==> config.mk <==
export PLATFORM = sky130hd
export DESIGN_NAME = usb_rx_ctrl
export DESIGN_NICKNAME = d
export VERILOG_FILES = /design/src/rtl/usb_rx_ctrl.sv
export SDC_FILE = /design/constraint.sdc
export NUM_CORES = 1
export LEC_CHECK = 0
export CORE_UTILIZATION = 51
export DETAILED_ROUTE_END_ITERATION = 8
export PLACE_DENSITY = 0.7
export REMOVE_ABC_BUFFERS = 1
export SYNTH_ARGS = -nofsm -noshare
export SYNTH_HDL_FRONTEND = slang
export SYNTH_SLANG_ARGS = --single-unit
==> constraint.sdc <==
create_clock -name i_clk -period 5.25 [get_ports i_clk]
set_input_delay 1.05 -clock i_clk [delete_from_list [all_inputs] [get_ports i_clk]]
set_output_delay 1.05 -clock i_clk [all_outputs]
set_load 0.005 [all_outputs]
==> src/rtl/usb_rx_ctrl.sv <==
// usb_rx_ctrl
//   Receive-side packet controller that sits behind the NRZI decoder of a
//   USB 2.0 PHY. It consumes decoded NRZ bits, hunts for SYNC, removes
//   stuffed bits, packs bytes LSB-first, detects EOP (SE0), and flags
//   stuffing, alignment and length errors. Between packets it pulses
//   dec_clr so the NRZI decoder restarts from idle (J).
//
// Ports
//   i_clk          clock
//   i_rst_n        asynchronous active-low reset
//   i_bit          decoded NRZ bit
//   i_bit_valid    qualifier for i_bit / i_se0, one strobe per line bit
//   i_se0          line is in SE0 at this strobe
//   o_dec_clr      1-cycle pulse: reset NRZI decoder history
//   o_rx_active    packet in progress
//   o_byte         received byte, meaningful only with o_byte_valid
//   o_byte_valid   1-cycle strobe per assembled byte
//   o_eop          1-cycle strobe: packet terminated by SE0
//   o_err_stuff    1-cycle strobe: a 1 arrived where a stuffed 0 was due
//   o_err_align    1-cycle strobe with o_eop: EOP mid-byte or empty packet
//   o_err_len      1-cycle strobe: packet longer than MAX_BYTES
module usb_rx_ctrl #(
    parameter int SYNC_ZEROS_MIN = 3,
    parameter int STUFF_LEN      = 6,
    parameter int MAX_BYTES      = 1027
) (
    input  logic       i_clk,
    input  logic       i_rst_n,
    input  logic       i_bit,
    input  logic       i_bit_valid,
    input  logic       i_se0,
    output logic       o_dec_clr,
    output logic       o_rx_active,
    output logic [7:0] o_byte,
    output logic       o_byte_valid,
    output logic       o_eop,
    output logic       o_err_stuff,
    output logic       o_err_align,
    output logic       o_err_len
);

    localparam int ZW = $clog2(SYNC_ZEROS_MIN + 1);
    localparam int OW = $clog2(STUFF_LEN + 1);
    localparam int BW = $clog2(MAX_BYTES + 2);

    localparam logic [ZW-1:0] ZEROS_MIN = ZW'(SYNC_ZEROS_MIN);
    localparam logic [OW-1:0] ONES_MAX  = OW'(STUFF_LEN);
    localparam logic [OW-1:0] ONES_ONE  = OW'(1);
    localparam logic [BW-1:0] BYTES_MAX = BW'(MAX_BYTES);
    localparam logic [BW-1:0] BYTES_SAT = {BW{1'b1}};

    typedef enum logic [1:0] {
        IDLE,
        DATA,
        ABORT
    } state_t;

    state_t          state;
    logic [ZW-1:0]   zero_cnt;
    logic [OW-1:0]   ones_cnt;
    logic [2:0]      bit_cnt;
    logic [BW-1:0]   byte_cnt;
    logic [7:0]      shift_reg;
    logic [7:0]      shift_in;

    // Bits arrive LSB-first, so each new bit enters at the MSB and the
    // first bit of the byte ends up in bit 0 after eight shifts.
    assign shift_in = {i_bit, shift_reg[7:1]};

    // NOTE: every register here, including the shift register, is reset so
    // that a mid-packet reset leaves no stale byte or counter behind.
    always_ff @(posedge i_clk or negedge i_rst_n) begin
        if (!i_rst_n) begin
            state        <= IDLE;
            zero_cnt     <= '0;
            ones_cnt     <= '0;
            bit_cnt      <= '0;
            byte_cnt     <= '0;
            shift_reg    <= '0;
            o_dec_clr    <= 1'b0;
            o_rx_active  <= 1'b0;
            o_byte       <= '0;
            o_byte_valid <= 1'b0;
            o_eop        <= 1'b0;
            o_err_stuff  <= 1'b0;
            o_err_align  <= 1'b0;
            o_err_len    <= 1'b0;
        end else begin
            // NOTE: non-blocking assignments throughout; the strobe defaults
            // below are overridden later in the same block where needed.
            o_dec_clr    <= 1'b0;
            o_byte_valid <= 1'b0;
            o_eop        <= 1'b0;
            o_err_stuff  <= 1'b0;
            o_err_align  <= 1'b0;
            o_err_len    <= 1'b0;

            if (i_bit_valid) begin
                case (state)
                    IDLE: begin
                        if (i_se0) begin
                            zero_cnt <= '0;
                        end else if (!i_bit) begin
                            if (zero_cnt < ZEROS_MIN) zero_cnt <= zero_cnt + 1'b1;
                        end else if (zero_cnt >= ZEROS_MIN) begin
                            // SYNC's closing 1 already counts toward stuffing.
                            state       <= DATA;
                            o_rx_active <= 1'b1;
                            ones_cnt    <= ONES_ONE;
                            bit_cnt     <= '0;
                            byte_cnt    <= '0;
                            zero_cnt    <= '0;
                        end else begin
                            zero_cnt <= '0;
                        end
                    end

                    DATA: begin
                        if (i_se0) begin
                            // Any partial byte in shift_reg is simply dropped.
                            o_eop       <= 1'b1;
                            o_err_align <= (bit_cnt != 3'd0) || (byte_cnt == '0);
                            o_rx_active <= 1'b0;
                            o_dec_clr   <= 1'b1;
                            state       <= IDLE;
                        end else if (ones_cnt == ONES_MAX) begin
                            // Stuff slot: checked before data so a stuffed 0
                            // at a byte boundary never lands in a byte.
                            if (!i_bit) begin
                                ones_cnt <= '0;
                            end else begin
                                o_err_stuff <= 1'b1;
                                o_rx_active <= 1'b0;
                                state       <= ABORT;
                            end
                        end else begin
                            shift_reg <= shift_in;
                            ones_cnt  <= i_bit ? ones_cnt + 1'b1 : '0;
                            bit_cnt   <= bit_cnt + 1'b1;
                            if (bit_cnt == 3'd7) begin
                                if (byte_cnt >= BYTES_MAX) begin
                                    o_err_len   <= 1'b1;
                                    o_rx_active <= 1'b0;
                                    state       <= ABORT;
                                end else begin
                                    o_byte       <= shift_in;
                                    o_byte_valid <= 1'b1;
                                    if (byte_cnt != BYTES_SAT) byte_cnt <= byte_cnt + 1'b1;
                                end
                            end
                        end
                    end

                    ABORT: begin
                        if (i_se0) begin
                            o_dec_clr <= 1'b1;
                            state     <= IDLE;
                        end
                    end

                    default: state <= IDLE;
                endcase
            end
        end
    end

endmodule

==> summary.txt, run 1 <==
Outcome
  – Outcome: finished, final reports clean

Detailed routing
  – Via density per instance: 6.02
  – Final WL: 4.41 mm
  – Vias: 1673
  – Drc violations: 0
  – 1st-iter DRT viols: 100
  – Wire per inst: 15.9 microns
  – Drt first pass iters: 4
  – Post-DRT Antenna Nets: 0

STA
  – Tmin final: 3010 ps
  – Final hold slack: 514 ps
  – Setup ws final: 2240 ps
  – Fin. max-slew vios: 0
  – TNS Setup: 0 ps
  – Max-slew headroom at the worst pin: 37.9%
  – Setup Skew: 6.05 ps
  – Actual slew at the worst max-slew pin: 931 ps
  – Fmax: 0.333 GHz
  – Hold Fails Final Rpt: 0
  – Final Cycle Share: 57.3%
  – Final Setup Violations: 0
  – RSZ-0062 raised after global routing: false

Critical path
  – Launch point of the worst reg-to-reg path: state[1]
  – Reg-to-Reg End: o_byte[0]
  – Top delay family on crit path: simple AND/OR/NAND/NOR gates
  – CP required: 5440 ps
  – Critical-path cell list: clkdlybuf4s50_1 -> nand3b_1 -> nor2_2 -> and3b_1 -> mux2_4
  – Worst EP arrival: 3200 ps
  – R2R cell count: 6
  – Slowest CP cell: and3b_1
  – Crit-path max FO: 10
  – FF-to-FF setup slack: 2560 ps
  – Crit path buf inv count: 1
  – Crit path kind: input port to flop
  – CP max stage delay: 590 ps
  – CP Launch Type: input port
  – Critical path depth: 5
  – Crit path to: o_byte[0]
  – Setup crit start: i_se0
  – CP Capture Type: flop

Clock tree
  – Clock Path Buffers: 2
  – Setup bufs post-CTS: 0
  – CTS tree: yes
  – Root buffer cell: clkbuf_8
  – Clock Sinks: 43
  – Hold buffer count at cts: 0
  – Post-CTS Resized: 0
  – Htree depth: 2
  – Clk_lat worst skew: 300 ps
  – Worst-path clk slew: 80 ps
  – CTS Buf Count: 5

Power and ir drop
  – Power Dens Cells: 395 nW/um^2
  – Max rail drop VDD: 210 uV
  – P_leak: 1.19 nW

GRT
  – Total gr overflow: 0
  – Total Routing Usage GR: 22.1%
  – Initial antenna violation count: 0
  – First-pass GRT wire length: 7.71 mm
  – Number of global-route vias before repair: 1675
  – Largest net degree at the start of global routing: 44

Floorplan
  – Chip height: 68.6 microns
  – DIE WIDTH: 68.6 microns
  – DIE AREA: 4710 sq um
  – Starting Density: 54.6%
  – Ports: 20
  – Rows: 23
  – Core area: 4140 sq um

Placed design
  – Placer Congestion: 0.829
  – Cell count after placement: 270
  – Buffers on Ports: 19
  – Detail Placement HPWL: 3.12 mm
  – Place WS: 1930 ps

Synth
  – Synth top cells by count: dfrtp_1 (43), nand2_1 (20), inv_1 (13), ha_1 (11), mux2_2 (10)
  – Mean Syn Cell Area: 10.9 sq um
  – Sequential area share after synthesis: 47.5%
  – Yosys warning total: 0
  – Post-synth ARST share: 100%
  – Count leader, synth: dfrtp_1
  – FF+latch count, synth: 43
  – Area leader, netlist: dfrtp_1
  – Post-synth EDFFs: 0
  – Netlist cell types: 52
  – Synth Instances: 208
  – Mapped Area: 2260 sq um
  – Largest cells by area after synthesis: dfrtp_1 (48%), ha_1 (6.1%), mux2_4 (5.3%)
  – Yosys top cell area share: 47.5%
  – Main synth FF type: dfrtp_1

Final layout
  – Layout cells sized above 1: 15.8%
  – Final Net Count: 243
  – Finished Core Util: 63.1%
  – Syn-to-layout area delta: 15.6%
  – Largest register FFs: 11
  – Layout Cells excl Fill: 278
  – N_diodes: 0

Hold path
  – Hold/Removal Path Class: flop to flop

Flow run
  – Max_cap viols: 0
==> per-layer routing <==
layer / global-route usage [%] / part of all wire (%) / vias up
met5: 0 / 0 / -
met1: 27.4 / 46 / 824
met4: 7.81 / 1.7 / 0
li1: - / - / 808
met3: 5.76 / 3.4 / 8
met2: 36.9 / 49 / 33
==> worst min-delay path by stage <==
stage / from / endpoint / slack (ps) / cells after the start
CTS: shift_reg[1] / o_byte[0] / 520 / 1
detailed placement: shift_reg[1] / o_byte[0] / 500 / 1
floorplan: zero_cnt[1] / zero_cnt[1] / 470 / 2
global placement: zero_cnt[1] / zero_cnt[1] / 500 / 2
finish: shift_reg[1] / o_byte[0] / 510 / 1
global route: o_byte[1] / o_byte[1] / 530 / 1
==> power by group <==
part,total [mW],internal (mW),switching [mW],leakage (nW)
clock network,0.305,0.190,0.115,0.0644
registers,0.456,0.397,0.0584,0.574
logic,0.273,0.118,0.155,0.549
==> per-stage QoR <==
stage	area, sq um	power [mW]
2_1_floorplan	2220	0.638
3_3_place_gp	2480	0.714
3_5_place_dp	2480	0.735
4_1_cts	2620	1.04
5_1_grt	2620	1.11
6_report	2620	1.03
==> cell families (layout without fill, tap and decap cells) <==
logic type | count (synthesis) | in the layout | synth area share, %
flip-flops | 43 | 43 | 47.5
AO/OA/AOI/OAI | 44 | 44 | 14.5
adder cells (fa/ha/maj) | 11 | 11 | 6.08
AND/OR/NAND/NOR | 71 | 71 | 17.7
multiplexers | 18 | 18 | 10.3
buffers and inverters | 21 | 41 | 3.87
==> cell type report <==
type	count	area [sq um]
Fill cell	349	1530
Multi-Input combinational cell	144	1100
Sequential cell	43	1080
Timing Repair Buffer	20	193
Clock buffer	5	68.8
Clock inverter	3	67.6
Tap cell	50	62.6
Inverter	13	48.8
==> cells in the final DEF, fill, tap and decap left out, drive strengths merged, types with 4 or more instances in the layout <==
cell and count:
nand2 20, nor4 6, o31ai 4, inv 13, clkbuf 5, a22o 4, dfrtp 43, nand3b 4
ha 11, nand3 6, a21oi 8, nor2 8, mux2 18, clkdlybuf4s50 18
Note: power is estimated with default switching activity, not from simulation.
==> inputs of run 2 (changes only) <==
- clock period: 5.25 -> 2.9 ns (I/O delays scaled with it)
==> summary.txt, run 2 (same netlist as run 1, synthesis figures left out) <==
Outcome
  – Outcome: finished, final reports clean (unchanged)

STA
  – Setup ws final: 389 ps (was 2240 ps)
  – Actual slew at the worst max-slew pin: 960 ps (was 931 ps)
  – Fin. max-slew vios: 0 (unchanged)
  – RSZ-0062 raised after global routing: false (unchanged)
  – Tmin final: 2510 ps
  – Fmax: 0.398 GHz
  – Final Setup Violations: 0 (unchanged)
  – Max-slew headroom at the worst pin: 36.0% (was 37.9%)
  – TNS Setup: 0 ps (unchanged)
  – Setup Skew: 3.98 ps (was 6.05 ps)
  – Final hold slack: 425 ps (was 514 ps)
  – Final Cycle Share: 86.6%
  – Hold Fails Final Rpt: 0 (unchanged)

Power and ir drop
  – Flop pwr share: 47.2% (was 44.1%)
  – P_leak: 1.19 nW (about the same)
  – Power Dens Cells: 669 nW/um^2 (was 395 nW/um^2)
  – Switching Power: 616 uW (was 329 uW)
  – Int Pwr: 1.13 mW (was 705 uW)
  – Comb power frac: 30.7% (was 26.5%)
  – Total Power: 1.75 mW (was 1.03 mW)
  – Switching Share: 35.3% (was 31.8%)
  – Max rail drop VDD: 385 uV (was 210 uV)
  – Clk pwr share: 22.2% (was 29.5%)

Clock tree
  – Root buffer cell: clkbuf_8 (unchanged)
  – Clock Sinks: 43 (unchanged)
  – Setup bufs post-CTS: 0 (unchanged)
  – Post-CTS Resized: 0 (unchanged)
  – Clk_lat worst skew: 300 ps (about the same)
  – CTS Buf Count: 5 (unchanged)
  – Htree depth: 2 (unchanged)
  – Hold buffer count at cts: 0 (unchanged)
  – Worst-path clk slew: 90 ps (was 80 ps)
  – CTS tree: yes (unchanged)
  – Clock Path Buffers: 2 (unchanged)

Critical path
  – Critical-path cell list: or4_1 -> o31a_1 -> and3b_1 -> mux2_4 (was clkdlybuf4s50_1 -> nand3b_1 -> nor2_2 -> and3b_1 -> mux2_4)
  – Crit path buf inv count: 0 (was 1)
  – CP required: 3090 ps (was 5440 ps)
  – CP max stage delay: 600 ps (was 590 ps)
  – Setup crit start: byte_cnt[6] (was i_se0)
  – Reg-to-Reg End: o_byte[3] (was o_byte[0])
  – R2R cell count: 4 (was 6)
  – Crit-path max FO: 9 (was 10)
  – Crit path kind: flop to flop (was input port to flop)
  – FF-to-FF setup slack: 390 ps (was 2560 ps)
  – Worst EP arrival: 2700 ps (was 3200 ps)
  – Slowest CP cell: or4_1 (was and3b_1)
  – CP Capture Type: flop (unchanged)
  – Crit path to: o_byte[3] (was o_byte[0])
  – Launch point of the worst reg-to-reg path: byte_cnt[6] (was state[1])
  – Top delay family on crit path: simple AND/OR/NAND/NOR gates (unchanged)
  – CP Launch Type: flop (was input port)
  – Critical path depth: 4 (was 5)

Flow run
  – Max_cap viols: 0 (unchanged)

Detailed routing
  – Vias: 1716 (was 1673)
  – Drc violations: 0 (unchanged)
  – Via density per instance: 6.06 (was 6.02)
  – Drt first pass iters: 4 (unchanged)
  – Post-DRT Antenna Nets: 0 (unchanged)
  – Final WL: 4.69 mm (was 4.41 mm)
  – Wire per inst: 16.6 microns (was 15.9 microns)
  – 1st-iter DRT viols: 74 (was 100)

Placed design
  – Placer Congestion: 0.888 (was 0.829)
  – Detail Placement HPWL: 3.40 mm (was 3.12 mm)
  – Cell count after placement: 275 (was 270)
  – Buffers on Ports: 19 (unchanged)
  – Place WS: 370 ps (was 1930 ps)
  – Cell area after placement: 2520 sq um (was 2480 sq um)

Final layout
  – Layout cells sized above 1: 17.6% (was 15.8%)
  – Final Net Count: 248 (was 243)
  – Highest-count cells in the layout ignoring fill and taps: dfrtp_1 (43), nand2_1 (20), clkdlybuf4s50_1 (18) (unchanged)
  – Syn-to-layout area delta: 15.4% (was 15.6%)
  – Finished Core Util: 63.0% (was 63.1%)
  – Most common cell after layout, fill and taps aside: dfrtp_1 (unchanged)
  – Largest register FFs: 11 (unchanged)
  – Final Instance Area: 2610 sq um (was 2620 sq um)
  – N_diodes: 0 (unchanged)
  – Layout Cells excl Fill: 283 (was 278)

Floorplan
  – DIE AREA: 4710 sq um (unchanged)
  – Ports: 20 (unchanged)
  – Rows: 23 (unchanged)
  – Chip height: 68.6 microns (unchanged)
  – DIE WIDTH: 68.6 microns (unchanged)
  – Starting Density: 54.6% (unchanged)
  – Core area: 4140 sq um (unchanged)

GRT
  – Number of global-route vias before repair: 1738 (was 1675)
  – Initial antenna violation count: 0 (unchanged)
  – Total Routing Usage GR: 23.2% (was 22.1%)
  – First-pass GRT wire length: 7.99 mm (was 7.71 mm)
  – Largest net degree at the start of global routing: 44 (unchanged)
  – Total gr overflow: 0 (unchanged)

Hold path
  – Hold/Removal Path Class: input port to async pin (was flop to flop)
run 2: area by class of cell:
cell class | count | area (sq um)
Clock buffer | 5 | 68.8
Multi-Input combinational cell | 144 | 1100
Sequential cell | 43 | 1080
Timing Repair Buffer | 25 | 230
Tap cell | 50 | 62.6
Clock inverter | 3 | 25.0
Fill cell | 351 | 1530
Inverter | 13 | 48.8
run 2: layer usage:
metal	vias to the layer above	share of wire [%]	track usage [%]
li1	815	-	-
met3	10	3.1	5.59
met4	0	2.0	9.38
met2	36	50	40.0
met5	-	0	0
met1	855	44	27.7
run 2: how the worst min path moves through the flow:
stage	slack, ps	from	end
CTS	460	i_rst_n	shift_reg[5]
global placement	490	shift_reg[1]	o_byte[0]
global route	490	i_rst_n	shift_reg[5]
detailed placement	490	o_byte[5]	o_byte[5]
floorplan	280	i_rst_n	bit_cnt[0]
finish	430	i_rst_n	o_byte[7]
run 2: power by group through the flow:
stage	logic [mW]	clock network, mW	registers, mW
final	0.536	0.387	0.823
after CTS	0.537	0.400	0.823
after floorplan	0.349	0	0.806
after global placement	0.505	0	0.820
after detailed placement	0.531	0	0.835
after global routing	0.597	0.426	0.841
